[src/rtl/addsub_pkg.sv]
// Shared types and constants for the digit-serial add/subtract unit.
package addsub_pkg;

    localparam logic OP_ADD = 1'b0;
    localparam logic OP_SUB = 1'b1;

    typedef enum logic [1:0] {
        IDLE = 2'd0,
        RUN  = 2'd1,
        DONE = 2'd2
    } state_t;

endpackage

[src/rtl/addsub_serial_if.sv]
// Operand/result handshake bundle for addsub_serial; WIDTH must match the unit's WIDTH.
interface addsub_serial_if #(
    parameter int WIDTH = 8
);
    logic             in_valid;
    logic             in_ready;
    logic [WIDTH-1:0] a;
    logic [WIDTH-1:0] b;
    logic             cin;
    logic             op;
    logic             out_valid;
    logic             out_ready;
    logic [WIDTH-1:0] result;
    logic             cout;
    logic             ovf;
    logic             busy;

    modport master (
        output in_valid, a, b, cin, op, out_ready,
        input  in_ready, out_valid, result, cout, ovf, busy
    );

    modport slave (
        input  in_valid, a, b, cin, op, out_ready,
        output in_ready, out_valid, result, cout, ovf, busy
    );
endinterface

[src/rtl/addsub_digit.sv]
// Combinational DIGIT-wide ripple adder slice used once per serial step.
module addsub_digit #(
    parameter int DIGIT = 1
) (
    input  logic [DIGIT-1:0] x,
    input  logic [DIGIT-1:0] y,
    input  logic             ci,
    output logic [DIGIT-1:0] s,
    output logic             co
);
    assign {co, s} = {1'b0, x} + {1'b0, y} + {{DIGIT{1'b0}}, ci};
endmodule

[src/rtl/addsub_serial.sv]
// Digit-serial add/subtract: DIGIT bits per clock, WIDTH/DIGIT cycles per operation.
// Optional result saturation on signed overflow when ADDSUB_SAT_EN is defined.
module addsub_serial
    import addsub_pkg::*;
#(
    parameter int WIDTH = 8,
    parameter int DIGIT = 1
) (
    input logic            clk,
    input logic            rst_n,
    addsub_serial_if.slave bus
);
    localparam int STEPS = WIDTH / DIGIT;
    localparam int CW    = (STEPS > 1) ? $clog2(STEPS) : 1;

    if (WIDTH < 2 || DIGIT < 1 || (WIDTH % DIGIT) != 0) begin : g_bad_cfg
        $error("addsub_serial: WIDTH must be >= 2 and a multiple of DIGIT");
    end

    state_t           state, state_nxt;
    logic [WIDTH-1:0] a_sh, b_sh, acc, acc_nxt, b_eff;
    logic [WIDTH-1:0] res_q, final_res;
    logic             carry, a_msb, b_msb, cout_q, ovf_q, raw_ovf;
    logic [CW-1:0]    count;
    logic [DIGIT-1:0] sum_d;
    logic             co_d;
    logic             accept, last;

    assign b_eff  = (bus.op == OP_SUB) ? ~bus.b : bus.b;
    assign accept = (state == IDLE) && bus.in_valid;
    assign last   = (state == RUN) && (count == CW'(STEPS - 1));

    addsub_digit #(.DIGIT(DIGIT)) u_digit (
        .x  (a_sh[DIGIT-1:0]),
        .y  (b_sh[DIGIT-1:0]),
        .ci (carry),
        .s  (sum_d),
        .co (co_d)
    );

    // New sum digit enters from the MSB side so the last step leaves bit 0 at the bottom.
    assign acc_nxt = (acc >> DIGIT) | (WIDTH'(sum_d) << (WIDTH - DIGIT));
    assign raw_ovf = (a_msb == b_msb) && (acc_nxt[WIDTH-1] != a_msb);

    always_comb begin
        final_res = acc_nxt;
`ifdef ADDSUB_SAT_EN
        if (raw_ovf)
            final_res = a_msb ? {1'b1, {(WIDTH-1){1'b0}}} : {1'b0, {(WIDTH-1){1'b1}}};
`endif
    end

    always_ff @(posedge clk or negedge rst_n) begin
        if (!rst_n) state <= IDLE;
        else        state <= state_nxt;
    end

    always_comb begin
        state_nxt = state;
        case (state)
            IDLE:    if (accept)        state_nxt = RUN;
            RUN:     if (last)          state_nxt = DONE;
            DONE:    if (bus.out_ready) state_nxt = IDLE;
            default:                    state_nxt = IDLE;
        endcase
    end

    always_comb begin
        bus.in_ready  = rst_n && (state == IDLE);
        bus.out_valid = (state == DONE);
        bus.busy      = (state == RUN) || (state == DONE);
    end

    always_ff @(posedge clk or negedge rst_n) begin
        if (!rst_n) begin
            a_sh   <= '0;
            b_sh   <= '0;
            acc    <= '0;
            carry  <= 1'b0;
            a_msb  <= 1'b0;
            b_msb  <= 1'b0;
            count  <= '0;
            res_q  <= '0;
            cout_q <= 1'b0;
            ovf_q  <= 1'b0;
        end else if (accept) begin
            a_sh  <= bus.a;
            b_sh  <= b_eff;
            carry <= (bus.op == OP_SUB) ? ~bus.cin : bus.cin;
            a_msb <= bus.a[WIDTH-1];
            b_msb <= b_eff[WIDTH-1];
            count <= '0;
        end else if (state == RUN) begin
            a_sh  <= a_sh >> DIGIT;
            b_sh  <= b_sh >> DIGIT;
            acc   <= acc_nxt;
            carry <= co_d;
            count <= count + CW'(1);
            if (last) begin
                res_q  <= final_res;
                cout_q <= co_d;
                ovf_q  <= raw_ovf;
            end
        end
    end

    assign bus.result = res_q;
    assign bus.cout   = cout_q;
    assign bus.ovf    = ovf_q;
endmodule

[src/flat_wrapper.sv]
// flat-port wrapper written by rule: the top's interface ports become plain ports
module addsub_serial_flat import addsub_pkg::*;
#(
    parameter int WIDTH = 8,
    parameter int DIGIT = 1
)
  (clk, rst_n, bus_in_valid, bus_a, bus_b, bus_cin, bus_op, bus_out_ready, bus_in_ready, bus_out_valid, bus_result, bus_cout, bus_ovf, bus_busy);
  addsub_serial_if #(.WIDTH(WIDTH)) bus_i ();
  input logic clk;
  input logic rst_n;
  input wire logic [$bits(bus_i.in_valid)-1:0] bus_in_valid;
  input wire logic [$bits(bus_i.a)-1:0] bus_a;
  input wire logic [$bits(bus_i.b)-1:0] bus_b;
  input wire logic [$bits(bus_i.cin)-1:0] bus_cin;
  input wire logic [$bits(bus_i.op)-1:0] bus_op;
  input wire logic [$bits(bus_i.out_ready)-1:0] bus_out_ready;
  output wire logic [$bits(bus_i.in_ready)-1:0] bus_in_ready;
  output wire logic [$bits(bus_i.out_valid)-1:0] bus_out_valid;
  output wire logic [$bits(bus_i.result)-1:0] bus_result;
  output wire logic [$bits(bus_i.cout)-1:0] bus_cout;
  output wire logic [$bits(bus_i.ovf)-1:0] bus_ovf;
  output wire logic [$bits(bus_i.busy)-1:0] bus_busy;
  assign bus_i.in_valid = bus_in_valid;
  assign bus_i.a = bus_a;
  assign bus_i.b = bus_b;
  assign bus_i.cin = bus_cin;
  assign bus_i.op = bus_op;
  assign bus_i.out_ready = bus_out_ready;
  assign bus_in_ready = bus_i.in_ready;
  assign bus_out_valid = bus_i.out_valid;
  assign bus_result = bus_i.result;
  assign bus_cout = bus_i.cout;
  assign bus_ovf = bus_i.ovf;
  assign bus_busy = bus_i.busy;
  addsub_serial #(.WIDTH(WIDTH), .DIGIT(DIGIT)) u_core (.clk(clk), .rst_n(rst_n), .bus(bus_i));
endmodule
[config.mk]
export PLATFORM = sky130hd
export DESIGN_NAME = addsub_serial_flat
export DESIGN_NICKNAME = d
export VERILOG_FILES = /design/src/rtl/addsub_pkg.sv /design/src/rtl/addsub_serial_if.sv /design/src/rtl/addsub_digit.sv /design/src/rtl/addsub_serial.sv /design/src/flat_wrapper.sv
export SDC_FILE = /design/constraint.sdc
export NUM_CORES = 1
export LEC_CHECK = 0
export CORE_ASPECT_RATIO = 1.5
export CORE_MARGIN = 5
export CORE_UTILIZATION = 55
export DETAILED_ROUTE_END_ITERATION = 8
export PLACE_DENSITY = 0.87
export RECOVER_POWER = 50
export SYNTH_ARGS = -nofsm -noshare
export SYNTH_HDL_FRONTEND = slang
export SYNTH_SLANG_ARGS = --single-unit
[constraint.sdc]
create_clock -name clk -period 4.4 [get_ports clk]
set_clock_uncertainty 0.2 [all_clocks]
set_input_delay 0.44 -clock clk [delete_from_list [all_inputs] [get_ports clk]]
set_output_delay 0.44 -clock clk [all_outputs]
set_load 0.01 [all_outputs]
Yosys cells after proc, flatten, opt, wreduce, memory -nomap -nowiden
Index checks and enable logic that the tools add are counted.
Word-level totals
  word-level logic and storage cells: 50
  input port bits: 22
  flip-flop bits (word level): 42
  output and inout port bits: 13
Operators by class
  $add $sub $neg: 3
  equal/unequal tests: 8
  muxes and demuxes: 14
  bitwise logic cells: 4
  reductions and logical operators: 10
Operators by type and width (number)
  $mux 8: 5
  $not 8->8: 1
  $or 7x8->8: 1
  $mux 2: 3
  $mux 3: 2
  $pmux 2 s3: 1
  $reduce_and 3->1: 2
  $logic_and 1x1->1: 4
  $ne 2x1->1 const B: 2
  $add 3x1->3 const B: 1
  $eq 3x3->1 const B: 1
  $mux 1: 3
  $add 1x1->2: 1
  $add 2x1->2: 1
  $eq 2x1->1 const B: 1
  $eq 2x2->1 const B: 1
  $logic_not 2->1: 1
  $ne 2x2->1 const B: 1
  $not 1->1: 2
  $reduce_and 2->1: 1
  $reduce_bool 2->1: 1
  $eq 1x1->1: 1
  $logic_or 1x1->1: 1
  $ne 1x1->1: 1

Logic depth before layout (Yosys ltp)
Gate-level depths: netlist (run 1).
  depth after elaboration: 5
  depth in mapped cells: 7
  mapped depth without buffers: 5

By module
A second synthesis (run 1) with hierarchy kept.
Second synthesis, totals
  cells, all modules: 156
  area total of the unflattened synthesis: 1940.6 um^2
Modules (own cells, without submodules)
  addsub_serial: area an instance 1920.6 um^2, seq. area each 1026.0 um^2, cells each 155, instances 1
  addsub_digit: area an instance 20.0 um^2, seq. area each 0.0 um^2, cells each 1, instances 1

Least setup slack after synthesis (run 1)
No wires, ideal clock.
  path kind: flip-flop to flip-flop
  from: register u_core.count[0]
  to: register u_core.res_q[0], in the netlist u_core.bus.result[0]
  required time: 4.075 ns
  clock period less this slack: 1.680 ns
  slack: 2.720 ns
  data arrival time: 1.356 ns
  path buffers: 1
  stages on the path, launching flop included: 6
  library setup time: 0.125 ns
  path through: dfrtp_1 -> ha_1 -> ha_1 -> nand2_1 -> buf_2 -> mux2_2
On the way
  cells in the longest elaborated chain, start to end: 3
RTL lines
  start, declared: RTL line addsub_serial.sv:24  | logic [CW-1:0] count;
  start signal, assigned: RTL line addsub_serial.sv:98  | count <= count + CW'(1);
  $eq 3x3->1: RTL line addsub_serial.sv:31  | assign last = (state == RUN) && (count == CW'(STEPS - 1));
  $logic_and 1x1->1: RTL line addsub_serial.sv:31
  $reduce_and 3->1 (no source line)
  end signal, assigned: RTL line addsub_serial.sv:100  | res_q <= final_res;
  end, declared: RTL line addsub_serial.sv:22  | logic [WIDTH-1:0] res_q, final_res;
No other way between the ends.
A chain may end at the register's enable or synchronous reset.

Final worst setup path (run 1)
  from: register u_core.state[0]
  to: output port bus_in_ready
On the way
  cells in the longest elaborated chain, start to end: 2
RTL lines
  start, declared: RTL line addsub_serial.sv:20  | state_t state, state_nxt;
  start signal, assigned: RTL line addsub_serial.sv:55  | else state <= state_nxt;
  $logic_not 2->1: RTL line addsub_serial.sv:69  | bus.in_ready = rst_n && (state == IDLE);
  $logic_and 1x1->1: RTL line addsub_serial.sv:69
  end, declared: RTL line flat_wrapper.sv:17  | output wire logic [$bits(bus_i.in_ready)-1:0] bus_in_ready;
No other way between the ends.

==> reports/qor.yml, run 1 <==
design.core.area_mm2: 0.00338
track_usage: 0.168
cts_root_buffer: "clkbuf_8"
worst_hold_slack_ps: -5.48
reg2reg_to: "u_core.bus.result[4]$_DFFE_PN0P_"
synth-main-ff-cell: "dfrtp_1"
filler_cell_count: 261
layout.cell_area.non_filler_mm2: 0.00236
rsz0062_at_grt: "false"
hp-class: "in2async"
p_leak_nw: 1.10
antenna_found_initial: 0
yosysSeqAreaShare: 0.534
numPortBuffers: 34
place.gp.congestion: 0.729
detailroute.wirelength.met2_um: 1990
place_area_mm2: 0.00226
worstSetupPathType: "reg2out"
yosys.area.top_type_share: 0.534
critical_path.endpoint_type: "output port"
clockBufferDepth: 2
worst_pin_slew_ps: 808
final_layout_size_suffix_gt1_frac: 0.154
numCtsBuffers: 5
reg2regPathDepth: 4
postRouteWirelength_um: 3560
drt_iter0_markers: 24
vias_per_cell: 5.36
finalSetupViolations: 0
top_signal_layer_used: "met4"
tritoncts: "yes"
overflow_left_after_global_routing: 0
violations: "negative hold slack"
rows: 26
synth_enable_flop_cells: 0
top_cell_type_by_total_area_after_synthesis: "dfrtp_1"
most_used_standard_cells_in_the_synthesized_netlist: "dfrtp_1, a21oi_1, mux2i_1"
hold_buf_cts: 0
synth_area_leaders: "dfrtp_1, mux2_2, mux2i_1, a21oi_1, ha_1"
clk_latency_ps: 290
netlist_instances: 160
fin_ws_ps: 1880
grt_max_degree: 43
start_util: 0.568
pre_cts_ws_ps: 2020
clock_pin_slew_on_the_worst_setup_and_hold_paths_ps: 70
worstReg2RegStart: "u_core.state[1]$_DFFE_PN0P_"
ir_worst_vdd_uv: 390
most_common_cell_in_the_synthesized_netlist: "dfrtp_1"
layout.nets: 223
total_via_count_in_the_routed_design: 1270
fin_util: 0.699
reg2reg_slack_ps: 2000
critical_path.max_fanout: 9
dieArea_mm2: 0.00480
post_cts_resized: 0
cp.arrival_ps: 1880
die_h_um: 82.4
synth_area_per_cell_um2: 12.0
drtPass1Iterations: 6
ys_warnings: 0
status: "complete, but fails checks"
route.layer.met1.wl_um: 1300
period_needed_ps: 2520
avgRoutedWirePerCell_um: 15.0
final-hold-violation-count: 4
synth_fp_nets: 189
numClockSinks: 41
pwr_density_cell_mw_per_mm2: 656
design.portCount: 35
hpwlAfterDp_um: 2650
design_power_mw: 1.55
postRouteAntennaNets: 0
cell_area_after_synthesis_mm2: 0.00192
report.final.slew_viol_count: 0
worstPathRequired_ps: 3760
wl_met3_um: 198
relative_area_change_from_synthesis_to_final_layout_pct: 23.1
finalCritPeriodShare: 0.573
fin_setup_tns_ps: 0
achievable-frequency_mhz: 397
async_set_reset_flop_share_out_of_synthesis: 1.00
first_global_vias: 1358
grt_pass1_wl_um: 5980
drt_drc_violations_left: 0
maximum_level_of_the_cts_h_tree: 2
timing.max_cap.violations: 0
ys_seq_elements: 41
insertedDiodeCount: 0
die_width_um: 58.3
critPathLaunchType: "flop"
synth.lib_cells_used.distinct: 26
max-slew-margin-rel: 0.461
number_of_setup_buffers_added_after_cts: 0
==> sequential cells by signal, indices dropped and copies added (netlist names) <==
register,flops
u_core.bus.result,8
u_core.state,2
u_core.acc,7
u_core.bus.ovf,1
u_core.carry,1
u_core.b_sh,8
u_core.b_msb,1
u_core.count,3
u_core.bus.cout,1
u_core.a_sh,8
u_core.a_msb,1
==> per-layer routing <==
metal  vias to the layer above  GRT usage
met5                         -          0
met4                         0     0.0766
met3                         7     0.0467
met2                        30      0.312
met1                       611      0.173
li1                        622          -
==> placed cells by master (no fill, tap or decap), drive strengths merged, types with 5 or more instances in the layout <==
master	count
clkbuf	7
nor2	16
mux2	17
xor2	8
mux2i	17
ha	6
nand2	7
clkdlybuf4s50	28
dlygate4sd3	5
dfrtp	41
a21oi	19
inv	5
==> worst max path at each step <==
stage	startpoint	end	depth (start not counted)
after floorplan	u_core.count[0]$_DFFE_PN0P_	u_core.bus.result[0]$_DFFE_PN0P_	5
after global placement	rst_n	bus_in_ready	4
after detailed placement	u_core.state[1]$_DFFE_PN0P_	u_core.bus.result[4]$_DFFE_PN0P_	4
after CTS	u_core.state[0]$_DFFE_PN0P_	bus_in_ready	4
after global routing	u_core.state[0]$_DFFE_PN0P_	bus_in_ready	4
final	u_core.state[0]$_DFFE_PN0P_	bus_in_ready	4
==> worst max-delay path, stage by stage (launching register included) <==
cell	delay (ps)
dfrtp_1	400
inv_1	120
ha_1	350
and2_1	180
clkdlybuf4s50_1	530
==> cell families after synthesis <==
group | count (synthesis) | synth area share
AOI/OAI and AO/OA | 26 | 0.0769
adders and majority gates | 7 | 0.0495
muxes | 34 | 0.188
and+or+nand+nor | 28 | 0.0645
xor gates and xnor gates | 10 | 0.0456
buffers and inverters | 14 | 0.0410
DFF | 41 | 0.534
==> final cells by class <==
cell class                      count  area [um2]  area share
Clock buffer                        7        96.3      0.0407
Clock inverter                      1        5.00     0.00212
Inverter                            5        18.8     0.00794
Multi-Input combinational cell    105         816       0.345
Sequential cell                    41        1030       0.434
Tap cell                           42        52.6      0.0222
Timing Repair Buffer               36         350       0.148
==> through the flow <==
stage          hold slack [ps]  cells
6_report                 -5.48    237
3_5_place_dp               283    229
2_1_floorplan            -55.6    160
4_1_cts                   8.73    237
5_1_grt                   43.1    237
3_3_place_gp               265    229
==> power breakdown <==
group          internal, mW  leakage, nW  switching [mW]
Sequential            0.546        0.500           0.102
Combinational         0.344        0.547           0.291
Clock                 0.142       0.0542           0.126
No activity file was read; power rests on OpenSTA's default activity.
==> inputs of run 2 (changes only) <==
- CORE_UTILIZATION: 55 -> 51
- PLACE_DENSITY: 0.87 -> 0.82
- clock period: 4.4 -> 2.4 ns (I/O delays scaled with it)
==> reports/qor.yml, run 2 (synthesis gave the netlist of run 1 again) <==
first_global_vias: 1379  # +1.5%
design.portCount: 35  # unchanged
numCtsBuffers: 5  # unchanged
pwr_density_cell_mw_per_mm2: 1190  # +81%
clock_pin_slew_on_the_worst_setup_and_hold_paths_ps: 70  # about the same
fin_util: 0.653  # -0.0460
final-hold-violation-count: 0  # -4
mostFrequentLayoutCells: "dfrtp_1, clkdlybuf4s50_1, a21oi_1"
crit_slowest_cell: "clkdlybuf4s50_1"
place.gp.congestion: 0.698  # -4.2%
postRouteAntennaNets: 0  # unchanged
insertedDiodeCount: 0  # unchanged
critical_path.endpoint_type: "output port"
drtPass1Iterations: 4  # -2
overflow_left_after_global_routing: 0  # unchanged
grt_pass1_wl_um: 6040  # +0.92%
die_width_um: 60.1  # +3.2%
numClockSinks: 41  # unchanged
critPathLaunchType: "flop"
crit_path_cell_trace: "inv_1 > ha_2 > and2_1 > clkdlybuf4s50_1"
reg2reg_slack_ps: 530  # -1470 ps
cpPeakStageDelay_ps: 530  # about the same
period_needed_ps: 2230
critical_path.max_fanout: 9  # unchanged
worst_pin_slew_ps: 961  # +152 ps
cts_root_buffer: "clkbuf_8"
power_switching_share: 0.328  # -0.00675
finalCritPeriodShare: 0.930
sequentialPowerShare: 0.417  # about the same
tritoncts: "yes"
internal_power_mw: 1.90  # +84%
hp-class: "reg2reg"
maximum_level_of_the_cts_h_tree: 2  # unchanged
relative_area_change_from_synthesis_to_final_layout_pct: 24.0
fin_setup_tns_ps: 0  # unchanged
postRouteWirelength_um: 3370  # -5.3%
clockBufferDepth: 2  # unchanged
share_comb_of_total_power: 0.414  # +0.005
finalSetupViolations: 0  # unchanged
power.share.clock: 0.170  # -0.003
status: "complete, no violations"
numPortBuffers: 34  # unchanged
power.net_switching_mw: 0.929  # +79%
total_via_count_in_the_routed_design: 1248  # -1.7%
design_power_mw: 2.83  # +82%
drt_drc_violations_left: 0  # unchanged
start_util: 0.526  # -0.0413
max-slew-margin-rel: 0.359  # -0.102
p_leak_nw: 1.10  # +0.35%
drt_iter0_markers: 22  # -8.3%
number_of_setup_buffers_added_after_cts: 0  # unchanged
rsz0062_at_grt: "false"
final_cells: 240  # +1.3%
rows: 27  # +3.8%
timing.max_cap.violations: 0  # unchanged
vias_per_cell: 5.20  # -3.0%
antenna_found_initial: 0  # unchanged
die_h_um: 85.2  # +3.4%
layout.nets: 225  # +0.90%
worstSetupPathType: "reg2out"
final_layout_size_suffix_gt1_frac: 0.157  # +0.00351
worstPathRequired_ps: 1960  # -1800 ps
report.final.slew_viol_count: 0  # unchanged
achievable-frequency_mhz: 448
commonest_non_fill_non_tap_cell_in_the_layout: "dfrtp_1"
design.core.area_mm2: 0.00365  # +7.8%
avgRoutedWirePerCell_um: 14.0  # -6.5%
placed_cells_incl_taps: 231  # +0.87%
track_usage: 0.155  # -0.0129
grt_max_degree: 42  # -2.3%
ir_worst_vdd_uv: 701  # +79%
hpwlAfterDp_um: 2570  # -3.3%
clk_latency_ps: 290  # about the same
dieArea_mm2: 0.00512  # +6.7%
cp.arrival_ps: 1790  # -90 ps
## run 2: cell types whose count changed in the layout (fill, tap and decap cells not counted)
cell	delta
ha_2	+1
clkbuf_2	+1
dlygate4sd3_1	+1
buf_2	-1
ha_1	-1
clkbuf_1	+1
## run 2: power by group through the flow
stage,combinational [mW],sequential (mW),clock (mW)
floorplan,0.869,1.17,0
global placement,1.14,1.18,0
detailed placement,1.19,1.20,0
CTS,1.20,1.18,0.499
global route,1.31,1.22,0.532
finish,1.17,1.18,0.480
## run 2: what timing repair did
action	in CTS	in global routing
resized for setup	0	1
endpoints found under the hold margin	41	0
endpoints found under the setup margin	0	1
hold buffers	1	0
## run 2: cell type report
type,instances,area [um2]
clock buffers,7,96.3
clock inverters,1,5.00
fillers,281,1270
inverters,5,18.8
multi-input cells,105,818
flip-flops and latches,41,1030
well taps,43,53.8
repair buffers,38,364
## run 2: critical path, delay by kind of cell (launching register included)
family        cells  cell delay (ps)
buf+inv           2              650
simple gates      1              160
flops             1              410
fa+ha+maj         1              290
## run 2: final timing paths
path / start / end / cells past startpoint
worst max-delay path: u_core.state[0]$_DFFE_PN0P_ / bus_in_ready / 4
worst min-delay path: u_core.bus.ovf$_DFFE_PN0P_ / u_core.bus.ovf$_DFFE_PN0P_ / 2
worst max register to register: u_core.count[0]$_DFFE_PN0P_ / u_core.bus.result[1]$_DFFE_PN0P_ / 4
worst min register to register: u_core.bus.ovf$_DFFE_PN0P_ / u_core.bus.ovf$_DFFE_PN0P_ / 2
max in group asynchronous: rst_n / u_core.a_sh[6]$_DFFE_PN0P_ / 3
min in group asynchronous: rst_n / u_core.bus.result[1]$_DFFE_PN0P_ / 3
## run 2: layer usage
layer / GRT usage / wire length, um / up-vias
li1: - / - / 620
met1: 0.172 / 1290 / 592
met2: 0.262 / 1850 / 30
met3: 0.0426 / 160 / 6
met4: 0.0806 / 71 / 0
met5: 0 / 0 / -
## run 2: through the flow
stage / hold WS [ps] / worst slack [ps] / cell area (um2)
after floorplan: -256 / 720 / 1920
after global placement: 152 / 481 / 2270
after detailed placement: 151 / 402 / 2270
after CTS: 308 / 64.9 / 2380
after global routing: 313 / 78.7 / 2380
final: 298 / 168 / 2380
